<file path="src/rtl/load_issue_queue.sv">
// Load issue queue between the load reservation station and the D-cache / store-queue
// forwarding port.
//
// Each dispatched load gets an entry. The entry records the store-queue tail pointer at
// allocation as its age. The RS later delivers the resolved address and payload. A resolved
// load becomes eligible to issue once every store older than it has a known address. The
// lowest-index eligible entry is moved into a registered valid/ready request stage. A squash
// (flush_i) empties the queue and drops any pending request.
//
// Ports
//   clock, reset        rising-edge clock; synchronous active-high reset
//   flush_i             squash: drop all entries and the pending request
//   alloc_valid_i       dispatch wants an entry this cycle
//   alloc_idx_o         lowest free entry index (combinational on registered state)
//   lq_full_o           no free entry
//   lq_count_o          number of occupied entries
//   sq_tail_i           SQ tail pointer, recorded as the load's age at allocation
//   sq_head_i           SQ head pointer (oldest store)
//   sq_secure_i         oldest store with an unresolved address (== tail when all resolved)
//   res_*_i             resolved load from the RS, targeting entry res_idx_i
//   req_valid_o         issue request valid
//   req_ready_i         memory side accepts the request
//   req_*_o             registered request payload, held stable while stalled
module load_issue_queue #(
  parameter int unsigned LQ_DEPTH = 8,
  parameter int unsigned SQ_DEPTH = 8,
  parameter int unsigned XLEN     = 32,
  parameter int unsigned PREG_W   = 6,
  parameter int unsigned ROB_W    = 5,
  localparam int unsigned LQ_W    = $clog2(LQ_DEPTH),
  localparam int unsigned SQ_W    = $clog2(SQ_DEPTH)
) (
  input  logic              clock,
  input  logic              reset,
  input  logic              flush_i,
  input  logic              alloc_valid_i,
  output logic [LQ_W-1:0]   alloc_idx_o,
  output logic              lq_full_o,
  output logic [LQ_W:0]     lq_count_o,
  input  logic [SQ_W:0]     sq_tail_i,
  input  logic [SQ_W:0]     sq_head_i,
  input  logic [SQ_W:0]     sq_secure_i,
  input  logic              res_valid_i,
  input  logic [LQ_W-1:0]   res_idx_i,
  input  logic [XLEN-1:0]   res_addr_i,
  input  logic [XLEN-1:0]   res_pc_i,
  input  logic [PREG_W-1:0] res_preg_i,
  input  logic [ROB_W-1:0]  res_rob_i,
  input  logic [1:0]        res_size_i,
  input  logic              res_unsigned_i,
  output logic              req_valid_o,
  input  logic              req_ready_i,
  output logic [LQ_W-1:0]   req_idx_o,
  output logic [XLEN-1:0]   req_addr_o,
  output logic [XLEN-1:0]   req_pc_o,
  output logic [PREG_W-1:0] req_preg_o,
  output logic [ROB_W-1:0]  req_rob_o,
  output logic [1:0]        req_size_o,
  output logic              req_unsigned_o
);

  typedef enum logic [1:0] {StFree, StAlloc, StRsvd, StIssued} entry_state_e;

  // Per-entry state and payload
  entry_state_e      state_q [LQ_DEPTH];
  entry_state_e      state_d [LQ_DEPTH];
  logic [SQ_W:0]     age_q   [LQ_DEPTH];
  logic [XLEN-1:0]   addr_q  [LQ_DEPTH];
  logic [XLEN-1:0]   pc_q    [LQ_DEPTH];
  logic [PREG_W-1:0] preg_q  [LQ_DEPTH];
  logic [ROB_W-1:0]  rob_q   [LQ_DEPTH];
  logic [1:0]        size_q  [LQ_DEPTH];
  logic              uns_q   [LQ_DEPTH];

  logic [LQ_W:0]     count_q, count_d;

  // Request stage
  logic              req_valid_q, req_valid_d;
  logic [LQ_W-1:0]   req_idx_q, req_idx_d;
  logic [XLEN-1:0]   req_addr_q, req_addr_d;
  logic [XLEN-1:0]   req_pc_q, req_pc_d;
  logic [PREG_W-1:0] req_preg_q, req_preg_d;
  logic [ROB_W-1:0]  req_rob_q, req_rob_d;
  logic [1:0]        req_size_q, req_size_d;
  logic              req_uns_q, req_uns_d;

  logic              alloc_fire, res_capture, handshake, req_load;
  logic [LQ_W-1:0]   free_idx;
  logic              sel_found;
  logic [LQ_W-1:0]   sel_idx;
  logic              sq_empty;
  logic [SQ_W:0]     secure_dist, age_dist;

  assign lq_full_o   = (count_q == (LQ_W+1)'(LQ_DEPTH));
  assign lq_count_o  = count_q;
  assign alloc_idx_o = free_idx;

  assign alloc_fire  = alloc_valid_i & ~lq_full_o;
  assign res_capture = res_valid_i & (state_q[res_idx_i] == StAlloc);
  assign handshake   = req_valid_q & req_ready_i;
  assign req_load    = ~req_valid_q | req_ready_i;

  // Lowest-index free entry; built from registered state so a slot freed this cycle
  // only becomes visible next cycle.
  always_comb begin
    free_idx = '0;
    for (int i = LQ_DEPTH - 1; i >= 0; i--) begin
      if (state_q[i] == StFree) free_idx = LQ_W'(i);
    end
  end

  // Age check: distances are taken from the SQ head modulo 2^(SQ_W+1), so the wrap bit keeps
  // the ordering right across pointer wrap. A load is clear to go when its age is no further
  // from the head than the oldest unresolved store. An empty SQ clears everything.
  always_comb begin
    sq_empty    = (sq_head_i == sq_tail_i);
    secure_dist = sq_secure_i - sq_head_i;
    age_dist    = '0;
    sel_found   = 1'b0;
    sel_idx     = '0;
    for (int i = 0; i < LQ_DEPTH; i++) begin
      age_dist = age_q[i] - sq_head_i;
      if (!sel_found && state_q[i] == StRsvd && (sq_empty || age_dist <= secure_dist)) begin
        sel_found = 1'b1;
        sel_idx   = LQ_W'(i);
      end
    end
  end

  // Next-state for entries, occupancy and request stage.
  always_comb begin
    for (int i = 0; i < LQ_DEPTH; i++) state_d[i] = state_q[i];
    count_d     = count_q + (LQ_W+1)'(alloc_fire) - (LQ_W+1)'(handshake);
    req_valid_d = req_valid_q;
    req_idx_d   = req_idx_q;
    req_addr_d  = req_addr_q;
    req_pc_d    = req_pc_q;
    req_preg_d  = req_preg_q;
    req_rob_d   = req_rob_q;
    req_size_d  = req_size_q;
    req_uns_d   = req_uns_q;

    // The accepted entry, the allocated entry, the resolved entry and the selected entry
    // are always distinct because each is drawn from a different state.
    if (handshake)   state_d[req_idx_q] = StFree;
    if (alloc_fire)  state_d[free_idx]  = StAlloc;
    if (res_capture) state_d[res_idx_i] = StRsvd;

    if (req_load) begin
      req_valid_d = sel_found;
      if (sel_found) begin
        state_d[sel_idx] = StIssued;
        req_idx_d        = sel_idx;
        req_addr_d       = addr_q[sel_idx];
        req_pc_d         = pc_q[sel_idx];
        req_preg_d       = preg_q[sel_idx];
        req_rob_d        = rob_q[sel_idx];
        req_size_d       = size_q[sel_idx];
        req_uns_d        = uns_q[sel_idx];
      end
    end
  end

  always_ff @(posedge clock) begin
    if (reset || flush_i) begin
      for (int i = 0; i < LQ_DEPTH; i++) state_q[i] <= StFree;
      count_q     <= '0;
      req_valid_q <= 1'b0;
      req_idx_q   <= '0;
      req_addr_q  <= '0;
      req_pc_q    <= '0;
      req_preg_q  <= '0;
      req_rob_q   <= '0;
      req_size_q  <= '0;
      req_uns_q   <= 1'b0;
    end else begin
      for (int i = 0; i < LQ_DEPTH; i++) state_q[i] <= state_d[i];
      count_q     <= count_d;
      req_valid_q <= req_valid_d;
      req_idx_q   <= req_idx_d;
      req_addr_q  <= req_addr_d;
      req_pc_q    <= req_pc_d;
      req_preg_q  <= req_preg_d;
      req_rob_q   <= req_rob_d;
      req_size_q  <= req_size_d;
      req_uns_q   <= req_uns_d;
    end
  end

  // Entry payload needs no reset: it is only read once the entry reaches StRsvd.
  always_ff @(posedge clock) begin
    if (alloc_fire) age_q[free_idx] <= sq_tail_i;
    if (res_capture) begin
      addr_q[res_idx_i] <= res_addr_i;
      pc_q[res_idx_i]   <= res_pc_i;
      preg_q[res_idx_i] <= res_preg_i;
      rob_q[res_idx_i]  <= res_rob_i;
      size_q[res_idx_i] <= res_size_i;
      uns_q[res_idx_i]  <= res_unsigned_i;
    end
  end

  assign req_valid_o    = req_valid_q;
  assign req_idx_o      = req_idx_q;
  assign req_addr_o     = req_addr_q;
  assign req_pc_o       = req_pc_q;
  assign req_preg_o     = req_preg_q;
  assign req_rob_o      = req_rob_q;
  assign req_size_o     = req_size_q;
  assign req_unsigned_o = req_uns_q;

endmodule
</file>
<file path="config.mk">
export PLATFORM = sky130hd
export DESIGN_NAME = load_issue_queue
export DESIGN_NICKNAME = d
export VERILOG_FILES = /design/src/rtl/load_issue_queue.sv
export SDC_FILE = /design/constraint.sdc
export NUM_CORES = 1
export LEC_CHECK = 0
export BUFFER_PORTS_ARGS = -buffer_cell sky130_fd_sc_hd__buf_2
export CAP_MARGIN = 10
export CORE_ASPECT_RATIO = 0.5
export CORE_MARGIN = 10
export CORE_UTILIZATION = 40
export CTS_CLUSTER_DIAMETER = 200
export DETAILED_ROUTE_END_ITERATION = 8
export GPL_ROUTABILITY_DRIVEN = 1
export MAX_ROUTING_LAYER = met4
export PLACE_DENSITY = 0.61
export SYNTH_ARGS = -nofsm -noshare
export SYNTH_HDL_FRONTEND = slang
export SYNTH_SLANG_ARGS = --single-unit
</file>
<file path="constraint.sdc">
create_clock -name clock -period 13.44 [get_ports clock]
set_input_delay 2.688 -clock clock [delete_from_list [all_inputs] [get_ports clock]]
set_output_delay 2.688 -clock clock [all_outputs]
set_load 0.005 [all_outputs]
</file>
Word level (Yosys, flattened, before mapping)
Memory sizes are Yosys's and may differ from the RTL's. A register that Yosys moved wholly into a read port is not among the register bits.
Index checks and enable logic that the tools add are counted.
{ "word_totals": {"ff_bits": 8, "memories": 8, "mem_bits_rw": 672, "out_inout_bits": 90, "inputBits": 99, "wordCells": 171} }
{ "memory_table": {"columns": ["name", "depth", "word_bits", "read_ports", "rd_clocked_by_memory_dff", "wr", "line", "rtl"], "rows": [
  ["addr_q", 8, 32, 1, 1, 1, "68", "logic [XLEN-1:0] addr_q [LQ_DEPTH];"],
  ["pc_q", 8, 32, 1, 1, 1, "69", "logic [XLEN-1:0] pc_q [LQ_DEPTH];"],
  ["preg_q", 8, 6, 1, 1, 1, "70", "logic [PREG_W-1:0] preg_q [LQ_DEPTH];"],
  ["rob_q", 8, 5, 1, 1, 1, "71", "logic [ROB_W-1:0] rob_q [LQ_DEPTH];"],
  ["age_q", 8, 4, 8, 0, 1, "67", "logic [SQ_W:0] age_q [LQ_DEPTH];"],
  ["size_q", 8, 2, 1, 1, 1, "72", "logic [1:0] size_q [LQ_DEPTH];"],
  ["+2 memories", null, null, null, null, null, null, null]
]} }
{ "op_classes": {"n_lt_le_gt_ge": 16, "n_addsub": 11, "n_mux": 51, "reduce_logical": 44, "eq_ne": 11, "bitwise": 27} }
{ "ops": {"columns": ["op", "n"], "rows": [
  ["$mux 16", 5],
  ["$mux 3", 14],
  ["$sub 4x4->4", 9],
  ["$le 4x4->1", 8],
  ["$demux 2 s3", 4],
  ["$mux 2", 12],
  ["$logic_and 1x1->1", 19],
  ["$and 16x16->16", 1],
  ["$and 8x8->8", 2],
  ["$eq 2x2->1 const B", 8],
  ["$ge 4x4->1 const B", 4],
  ["$logic_not 2->1", 8],
  ["$lt 4x1->1 const B", 4],
  ["$mux 1", 16],
  ["$not 16->16", 1],
  ["$not 3->4", 4],
  ["$not 8->8", 2],
  ["$or 16x16->16", 1],
  ["$or 8x8->8", 2],
  ["$logic_or 1x1->1", 9],
  ["$or 1x1->1", 9],
  ["$logic_not 1->1", 7],
  ["$add 4x1->4", 1],
  ["$eq 4x4->1", 1],
  ["other kinds (6)", 9]
]} }

Depth between registers and ports, before layout
Gate-level depths: netlist of the first run.
An unclocked memory read counts as a cell.
{ "depth": {"word_depth": 43, "ltp_mapped": 19} }

Worst setup path before layout of the first run
No wires, ideal clock.
{ "synth_timing": {"kind": "input-to-reg", "startpoint": "in res_idx_i[2]", "endpoint": "mem state_q[5][0] (netlist bit)", "setup_ns": 0.132, "setup_slack_ns": 2.858, "arrival_time_ns": 10.450, "path_stages": 10, "cell_sequence": "clkbuf_1 > mux2_2 > a22oi_1 > nor2_1 > a221oi_1 > and3_1 > nand2_1 > nor3b_1 > o21bai_1 > a21oi_1"} }
{ "synth_rtl": {"columns": ["item", "line", "rtl"], "rows": [
  ["from (decl)", "44", "input logic [LQ_W-1:0] res_idx_i,"],
  ["to (decl)", "65", "entry_state_e state_q [LQ_DEPTH];"]
]} }

Worst setup path in the final report of the first run
{ "layout_timing": {"startpoint": "in sq_head_i[1]", "endpoint": "reg req_pc_q[17], in the netlist req_pc_o[17] (read register of pc_q)"} }
{ "layout_via": {"elab_chain_cells": 34, "word_cells_on_any_way": 64} }
{ "layout_rtl": {"columns": ["item", "line", "rtl"], "rows": [
  ["from (decl)", "41", "input logic [SQ_W:0] sq_head_i,"],
  ["$sub 4x4->4 (on tied branches)", "122, 117", null],
  ["$le 4x4->1", "123", "if (!sel_found && state_q[i] == StRsvd && (sq_empty || age_dist <= secure_dist)) begin"],
  ["$logic_or 1x1->1", "123", null],
  ["$logic_and 1x1->1", "123", null],
  ["$mux 1", "123", null],
  ["$logic_not 1->1", "123", null],
  ["$logic_and 1x1->1 (2 in a row)", "123", null],
  ["$mux 1", "123", null],
  ["[... 15 more ...]", null, null],
  ["$mux 1", "123", null],
  ["$logic_not 1->1", "123", null],
  ["$logic_and 1x1->1 (2 in a row)", "123", null],
  ["$mux 1", "123", null],
  ["$logic_not 1->1", "123", null],
  ["$logic_and 1x1->1 (2 in a row)", "123", null],
  ["$mux 1", "123", null],
  ["$reduce_and 2->1 (no source line)", null, null],
  ["to (decl)", "81", "logic [XLEN-1:0] req_pc_q, req_pc_d;"]
]} }
Several ways; a longest one is shown, not always the timed one.
A chain may end at the register's enable or synchronous reset.

==> metrics.md, run 1 <==
| Metric | Value |
|---|---|
| Flop2flop setup slack | 7.69 ns |
| Overall via count from detail_route | 17,700 |
| Num CTS Buffers | 71 |
| Die height | 216 um |
| I/O pin cnt | 189 |
| Leak | 13.4 nW |
| Hold Crit Class | flop to flop |
| Clock tree from TritonCTS | built |
| Setup CP Type | primary input to flop |
| Final period util | 0.639 |
| Clk pin slew, worst setup/hold paths | 0.06 ns |
| Status | finished clean |
| PwrDens | 135 nW/um^2 |
| Setup Slack @ Placement | 4.21 ns |
| Layout area overhead | 14.1% |
| Fmax | 0.116 GHz |
| Critical path arrival | 9.08 ns |
| Worst setup path endpoint | req_pc_o[17] |
| Vias per Instance | 5.59 |
| Worst Max-Slew Pin Slew | 1.11 ns |
| Reg2Reg Depth | 15 |
| Hold buffer count at cts | 0 |
| Worst slack on hold paths | 0.531 ns |
| Synth Flop Type | edfxtp_1 |
| Seq/Total Area, Yosys | 0.705 |
| Ys async rst share | 0 |
| Setup crit start | sq_head_i[1] |
| Clock skew | 0.0249 ns |
| CP peak stage delay | 0.74 ns |
| Cell row count | 71 |
| CP Capture Type | flop |
| Syn nets | 2,081 |
| Synthesized cell area | 30,900 um^2 |
| Clk Latency, worst-skew pair | 0.61 ns |
| DRC violations left | 0 |
| Antenna-violating nets left | 0 |
| Netlist cell types | 62 |
| Final #Nets | 2,253 |
| Fin worst setup slack | 4.85 ns |
| Number of global-route vias before repair | 17,900 |
| Initial antenna violation count | 12 |
| Starting Density | 0.407 |
| Drt pass-1 iters | 5 |
| CTS sink cnt | 758 |
| Crit-path slowest cell | nor2_4 |
| Clock Root Buffer | clkbuf_16 |
| Gr usage total | 0.174 |
| Cts repair resizes | 0 |
| Commonest cells after routing, fill and taps aside | edfxtp_1 (656), mux2i_1 (238), buf_2 (188), dfxtp_1 (102), o21ai_0 (95) |
| Crit-path cells | buf_2 -> inv_1 -> ha_1 -> a21o_1 -> a21oi_1 -> xnor2_1 -> ha_1 -> and4b_1 -> a211oi_1 -> o31ai_2 -> a21boi_4 -> and4_1 -> nor2_4 -> buf_4 -> buf_4 -> mux2i_1 -> o221ai_1 -> o221a_1 |
| RR Startpoint | age_q[1][1] |
| Core ar. | 75,800 um^2 |
| Most common cell after layout, fill and taps aside | edfxtp_1 |
| Final-report hold violation count | 0 |
| Setup bufs post-CTS | 0 |
| Flip-flop and latch count after synthesis | 758 |
| Final Wtd Congestion | 0.812 |
| Routed WL per cell | 24.5 um |
| Critical R2R Capture | req_pc_o[17] |
| Period minus WS final | 8.59 ns |
| Die footprint | 89,300 um^2 |
| GRT overflow | 0 |
| Maximum clock insertion buffer count | 3 |
| WL final | 77,600 um |
| # port buffers | 188 |
| YS warnings | 0 |
| Mapped Avg Cell Area | 16.2 um^2 |
| Max_slew headroom | 0.258 |
| Initial DRC Count | 1,348 |
| DP Wirelength | 42,400 um |
| Max VDD drop | 0.0000975 V |
| H-tree levels | 3 |
| Worst Setup Start Kind | primary input |
| CP max FO | 41 |
| Finish-stage setup viols | 0 |
| Setup_tns | 0 ns |
| CP required | 13.93 ns |
| Chip width | 413 um |
| Final number of max-transition violations | 0 |
| RSZ-0062 raised after global routing | false |
| Cell count after synthesis | 1,908 |
| EDFF count, synth | 656 |
| Total power draw | 4.76 mW |
| Maxcap violations | 0 |
| First-pass GRT wire length | 116,000 um |
| Ratio of cells with drive above 1 in the final layout | 0.169 |
| Largest net degree at the start of global routing | 83 |
critical path, delay by kind of cell:
family | cells | cell delay (ns)
buffers and inverters | 4 | 2.02
AND/OR/NAND/NOR | 3 | 1.37
AO/OA/AOI/OAI | 7 | 1.20
adder cells (fa/ha/maj) | 2 | 0.78
XOR/XNOR | 1 | 0.62
multiplexers | 1 | 0.28
registers in the layout (all words and copies together) (netlist names):
register / cells
req_preg_o: 6
req_size_o: 2
rob_q: 40
req_unsigned_o: 1
req_pc_o: 32
req_idx_o: 3
req_rob_o: 5
req_addr_o: 32
lq_count_o: 4
preg_q: 48
pc_q: 256
age_q: 32
size_q: 16
uns_q: 8
req_valid_o: 1
state_q: 16
addr_q: 256
Yosys cell counts (all sizes together) (2+ instances only):
cell	number	area share
nor3b	4	0.00097
buf	41	0.011
mux2i	238	0.077
edfxtp	656	0.64
nor2b	15	0.0030
o21ai	95	0.015
clkbuf	84	0.010
a211o	4	0.0011
nand4	5	0.0012
a211oi	6	0.0018
o22ai	3	0.00061
o221ai	78	0.022
dfxtp	102	0.066
a22oi	3	0.00073
o211ai	6	0.0015
or2	4	0.00081
a21boi	2	0.00085
inv	44	0.0054
and2	8	0.0016
o221a	78	0.028
o21a	4	0.00097
a21oi	39	0.0063
a21o	20	0.0049
nor2	31	0.0039
a31oi	73	0.015
and3	6	0.0012
and4	77	0.022
nor4	4	0.00081
nand3b	3	0.00073
xnor2	28	0.0079
ha	64	0.026
fa	10	0.0065
nand2	22	0.0027
nor3	5	0.0011
a311oi	2	0.00077
nand3	16	0.0026
xor2	5	0.0014
mux2	2	0.00073
nand2b	8	0.0016
area by class of cell:
| type | count | area (um^2) |
|---|---|---|
| Clock inverter | 25 | 278 |
| Sequential cell | 758 | 21700 |
| Multi-Input combinational cell | 981 | 8410 |
| Inverter | 44 | 168 |
| Fill cell | 6481 | 40600 |
| Tap cell | 1022 | 1280 |
| Clock buffer | 105 | 2100 |
| Timing Repair Buffer | 224 | 1210 |
| Antenna cell | 9 | 22.5 |
worst min-delay path by stage:
stage | end | cells after the start | start
floorplan | state_q[2][1] | 2 | state_q[2][1]
global placement | req_addr_o[30] | 1 | req_addr_o[30]
detailed placement | req_pc_o[7] | 1 | req_pc_o[7]
CTS | req_pc_o[7] | 1 | req_pc_o[7]
global route | req_pc_o[13] | 1 | req_pc_o[13]
finish | req_addr_o[10] | 1 | req_addr_o[10]
kinds of logic after synthesis:
family | after synthesis | share of synthesized area
flip-flops | 758 | 0.705
AO/OA/AOI/OAI | 422 | 0.103
multiplexers | 241 | 0.0787
AND/OR/NAND/NOR | 211 | 0.0450
buffers and inverters | 169 | 0.0268
adder cells (fa/ha/maj) | 74 | 0.0324
XOR/XNOR | 33 | 0.00937
power breakdown:
group          internal (mW)  switching, mW  total, mW  leakage (nW)
logic                 0.0601          0.105      0.165          5.56
clock network           1.18          0.855       2.04          1.16
registers               2.56        0.00191       2.56          6.72
total                   3.80          0.961       4.76          13.4
per-stage QoR:
stage | area, um^2 | util | cells
3_3_place_gp | 32800 | 0.433 | 3028
4_1_cts | 35200 | 0.464 | 3158
2_1_floorplan | 30900 | - | 1908
3_5_place_dp | 32800 | 0.433 | 3028
6_report | 35200 | 0.465 | 3168
5_1_grt | 35200 | 0.465 | 3168
routing by layer:
layer / part of all wire / track usage / up-vias
met5: 0 / - / -
met1: 0.42 / 0.218 / 9045
met3: 0.054 / 0.0288 / 106
met2: 0.51 / 0.294 / 505
li1: - / - / 8062
met4: 0.021 / 0.0454 / 0
Power figures use the tool's default switching activity.
==> run 2: changes to the inputs <==
ABC_AREA = 1   (was unset)
PLACE_DENSITY = 0.63   (was 0.61)
clock period = 7.8 ns   (was 13.44 ns; I/O delays follow)
==> metrics.md, run 2 <==
| Metric | Value |
|---|---|
| Antenna-violating nets left | 0 (unchanged) |
| Final number of max-transition violations | 0 (unchanged) |
| HP Start | req_pc_o[29] (was req_addr_o[10]) |
| Die height | 221 um (was 216 um) |
| Most used cell, CP | nand3_1 |
| Final Wtd Congestion | 0.859 (was 0.812) |
| Top flop regs | addr_q x256, pc_q x256, preg_q x48 (unchanged) |
| Drt pass-1 iters | 5 (unchanged) |
| Clock skew | 0.0245 ns (was 0.0249 ns) |
| Finish-stage setup viols | 0 (unchanged) |
| Worst Setup Start Kind | primary input (unchanged) |
| Crit path max-delay family | buffers and inverters (unchanged) |
| Worst path bufs/invs | 4 (unchanged) |
| Layout area overhead | 13.9% (was 14.1%) |
| GRT overflow | 0 (unchanged) |
| EDFF count, synth | 656 (unchanged) |
| CP max FO | 44 (was 41) |
| Top-area cell type share of the netlist area | 0.611 (was 0.638) |
| Number of global-route vias before repair | 21,100 (was 17,900) |
| Seq/Total Area, Yosys | 0.674 (was 0.705) |
| DP Wirelength | 44,000 um (was 42,400 um) |
| Sw power | 1.72 mW (was 0.961 mW) |
| WL met3 | 4380 um (was 4190 um) |
| WL final | 82,200 um (was 77,600 um) |
| Synth Flop Type | edfxtp_1 (unchanged) |
| Final #Nets | 3,370 (was 2,253) |
| RR Startpoint | age_q[5][2] (was age_q[1][1]) |
| Initial DRC Count | 1,659 (was 1,348) |
| Flip-flop and latch count after synthesis | 758 (unchanged) |
| Cell Count Post-Placement | 4,212 (was 3,028) |
| M1 wire length | 34,800 um (was 32,500 um) |
| Clock Root Buffer | clkbuf_16 (unchanged) |
| Overall via count from detail_route | 21,700 (was 17,700) |
| Clk Latency, worst-skew pair | 0.64 ns (was 0.61 ns) |
| Max_slew headroom | 0.286 (was 0.258) |
| Synthesized cell area | 32,200 um^2 (was 30,900 um^2) |
| Dominant cell type by area after synthesis | edfxtp_1 (unchanged) |
| Max VDD drop | 0.000152 V (was 0.0000975 V) |
| Setup_tns | 0 ns (unchanged) |
| Clk pwr share | 0.425 (was 0.428) |
| Worst Max-Slew Pin Slew | 1.07 ns (was 1.11 ns) |
| Setup crit start | sq_head_i[1] (unchanged) |
| Fmax | 0.170 GHz |
| Status | finished clean (unchanged) |
| Mapped Avg Cell Area | 10.6 um^2 (was 16.2 um^2) |
| Die footprint | 93,100 um^2 (was 89,300 um^2) |
| Largest net degree at the start of global routing | 158 (was 83) |
| CP peak stage delay | 0.83 ns (was 0.74 ns) |
| Vias per Instance | 4.99 (was 5.59) |
| DRC violations left | 0 (unchanged) |
| # port buffers | 188 (unchanged) |
| Netlist cell types | 40 (was 62) |
| Syn nets | 3,219 (was 2,081) |
| Setup bufs post-CTS | 0 (unchanged) |
| Commonest cells after routing, fill and taps aside | nand2_1 (1,085), edfxtp_1 (656), nand3_1 (266), nor2_1 (222), inv_1 (190) (was edfxtp_1 (656), mux2i_1 (238), buf_2 (188), dfxtp_1 (102), o21ai_0 (95)) |
| Hold Crit Class | flop to flop (unchanged) |
| Ratio of cells with drive above 1 in the final layout | 0.110 (was 0.169) |
| Routed WL per cell | 18.9 um (was 24.5 um) |
| Uppermost routed layer | met4 (unchanged) |
| Total power draw | 8.15 mW (was 4.76 mW) |
| I/O pin cnt | 189 (unchanged) |
| CTS sink cnt | 758 (unchanged) |
| Setup Slack @ Placement | 1.25 ns (was 4.21 ns) |
| Leak | 14.4 nW (was 13.4 nW) |
| Cell count after synthesis | 3,046 (was 1,908) |
| Fin worst setup slack | 1.93 ns (was 4.85 ns) |
| Int Pwr | 6.44 mW (was 3.80 mW) |
| Chip width | 422 um (was 413 um) |
| Final non-filler cell total | 4,352 (was 3,168) |
| Setup CP Type | primary input to flop (unchanged) |
| Crit-path slowest cell | o21ai_4 (was nor2_4) |
| Synth top area cells | edfxtp_1 (61%), nand2_1 (13%), dfxtp_1 (6.3%) (was edfxtp_1 (64%), mux2i_1 (7.7%), dfxtp_1 (6.6%)) |
| Cts repair resizes | 0 (unchanged) |
| First-pass GRT wire length | 126,000 um (was 116,000 um) |
| Seq pwr share | 0.540 (was 0.537) |
| Final-report hold violation count | 0 (unchanged) |
| Most frequent cell after synthesis | nand2_1 (was edfxtp_1) |
| Top cells by count, synth | nand2_1 (1,086), edfxtp_1 (656), nand3_1 (266) (was edfxtp_1 (656), mux2i_1 (238), dfxtp_1 (102)) |
| Ys async rst share | 0 (unchanged) |
| RSZ-0062 raised after global routing | false (unchanged) |
| Hold buffer count at cts | 0 (unchanged) |
| Clk pin slew, worst setup/hold paths | 0.07 ns (was 0.06 ns) |
| Maximum clock insertion buffer count | 3 (unchanged) |
| DR WL met2 | 40,900 um (was 39,300 um) |
| YS warnings | 0 (unchanged) |
| Layout fillers | 7,286 (was 6,481) |
| Sw frac | 0.210 (was 0.202) |
| Maxcap violations | 0 (unchanged) |
| CP Capture Type | flop (unchanged) |
| Clock tree from TritonCTS | built (unchanged) |
| Cell row count | 73 (was 71) |
| Logic pwr share | 0.035 (about the same) |
| H-tree levels | 3 (unchanged) |
| Critical path arrival | 6.39 ns (was 9.08 ns) |
| Final period util | 0.753 |
| Core ar. | 79,600 um^2 (was 75,800 um^2) |
| Crit-path cells | buf_2 -> inv_1 -> fa_1 -> xnor2_1 -> ha_1 -> nand2_1 -> inv_1 -> nand3_1 -> nand3_1 -> nand2_1 -> nand2_2 -> nor2_4 -> nand4_2 -> o21ai_4 -> buf_4 -> nand2_1 -> nand3_1 -> nand3_1 -> nor2_1 -> nor2_1 (was buf_2 -> inv_1 -> ha_1 -> a21o_1 -> a21oi_1 -> xnor2_1 -> ha_1 -> and4b_1 -> a211oi_1 -> o31ai_2 -> a21boi_4 -> and4_1 -> nor2_4 -> buf_4 -> buf_4 -> mux2i_1 -> o221ai_1 -> o221a_1) |
| CP required | 8.31 ns (was 13.93 ns) |
| Gr usage total | 0.178 (was 0.174) |
| Num CTS Buffers | 70 (was 71) |
| Worst slack on hold paths | 0.524 ns (was 0.531 ns) |
| Most common cell after layout, fill and taps aside | nand2_1 (was edfxtp_1) |
| Period minus WS final | 5.87 ns |
| PwrDens | 222 nW/um^2 (was 135 nW/um^2) |
| Starting Density | 0.405 (was 0.407) |
| Initial antenna violation count | 14 (was 12) |
## run 2: worst paths after layout
check                  to  slack, ns  cells past startpoint
min          req_pc_o[29]       0.52                      2
max reg2reg  req_rob_o[3]       3.41                     17
min reg2reg  req_pc_o[29]       0.52                      2
max          req_rob_o[3]       1.93                     20
## run 2: tightest hold or removal path: stages, from the launching register on
cell and delay (ns):
dfxtp_1 0.32, o21ai_0 0.08, nor2_1 0.09
## run 2: layout make-up
cell class / count / area (um^2) / share of cell area
clock inverters: 30 / 320 / 0.00872
repair buffers: 225 / 1330 / 0.0363
clock buffers: 99 / 1990 / 0.0542
well taps: 1087 / 1360 / 0.0370
diodes: 11 / 27.5 / 0.000750
multi-input cells: 1947 / 9210 / 0.251
inverters: 195 / 741 / 0.0202
flip-flops and latches: 758 / 21700 / 0.592
## run 2: layer usage
layer  vias to the layer above  global-route usage
met1                     10500               0.218
met2                       595               0.306
li1                      10500                   -
met5                         -                   -
met4                         0              0.0547
met3                       149              0.0274
## run 2: logic make-up after synthesis
family / Yosys count / synth area share
and+or+nand+nor: 1679 / 0.216
AOI/OAI and AO/OA: 166 / 0.0279
buffers and inverters: 341 / 0.0435
DFF: 758 / 0.674
adders and majority gates: 74 / 0.0310
xor gates and xnor gates: 28 / 0.00760
## run 2: power by group through the flow
stage	registers (mW)	clock network [mW]	logic [mW]
floorplan	4.50	0	0.154
global placement	4.49	0	0.274
detailed placement	4.49	0	0.281
CTS	4.41	3.52	0.283
global route	4.40	3.68	0.323
finish	4.41	3.46	0.282
## run 2: through the flow
stage | cell area [um^2] | utilization
after floorplan | 32200 | -
after global placement | 34400 | 0.432
after detailed placement | 34400 | 0.432
after CTS | 36700 | 0.461
after global routing | 36700 | 0.461
final | 36700 | 0.461
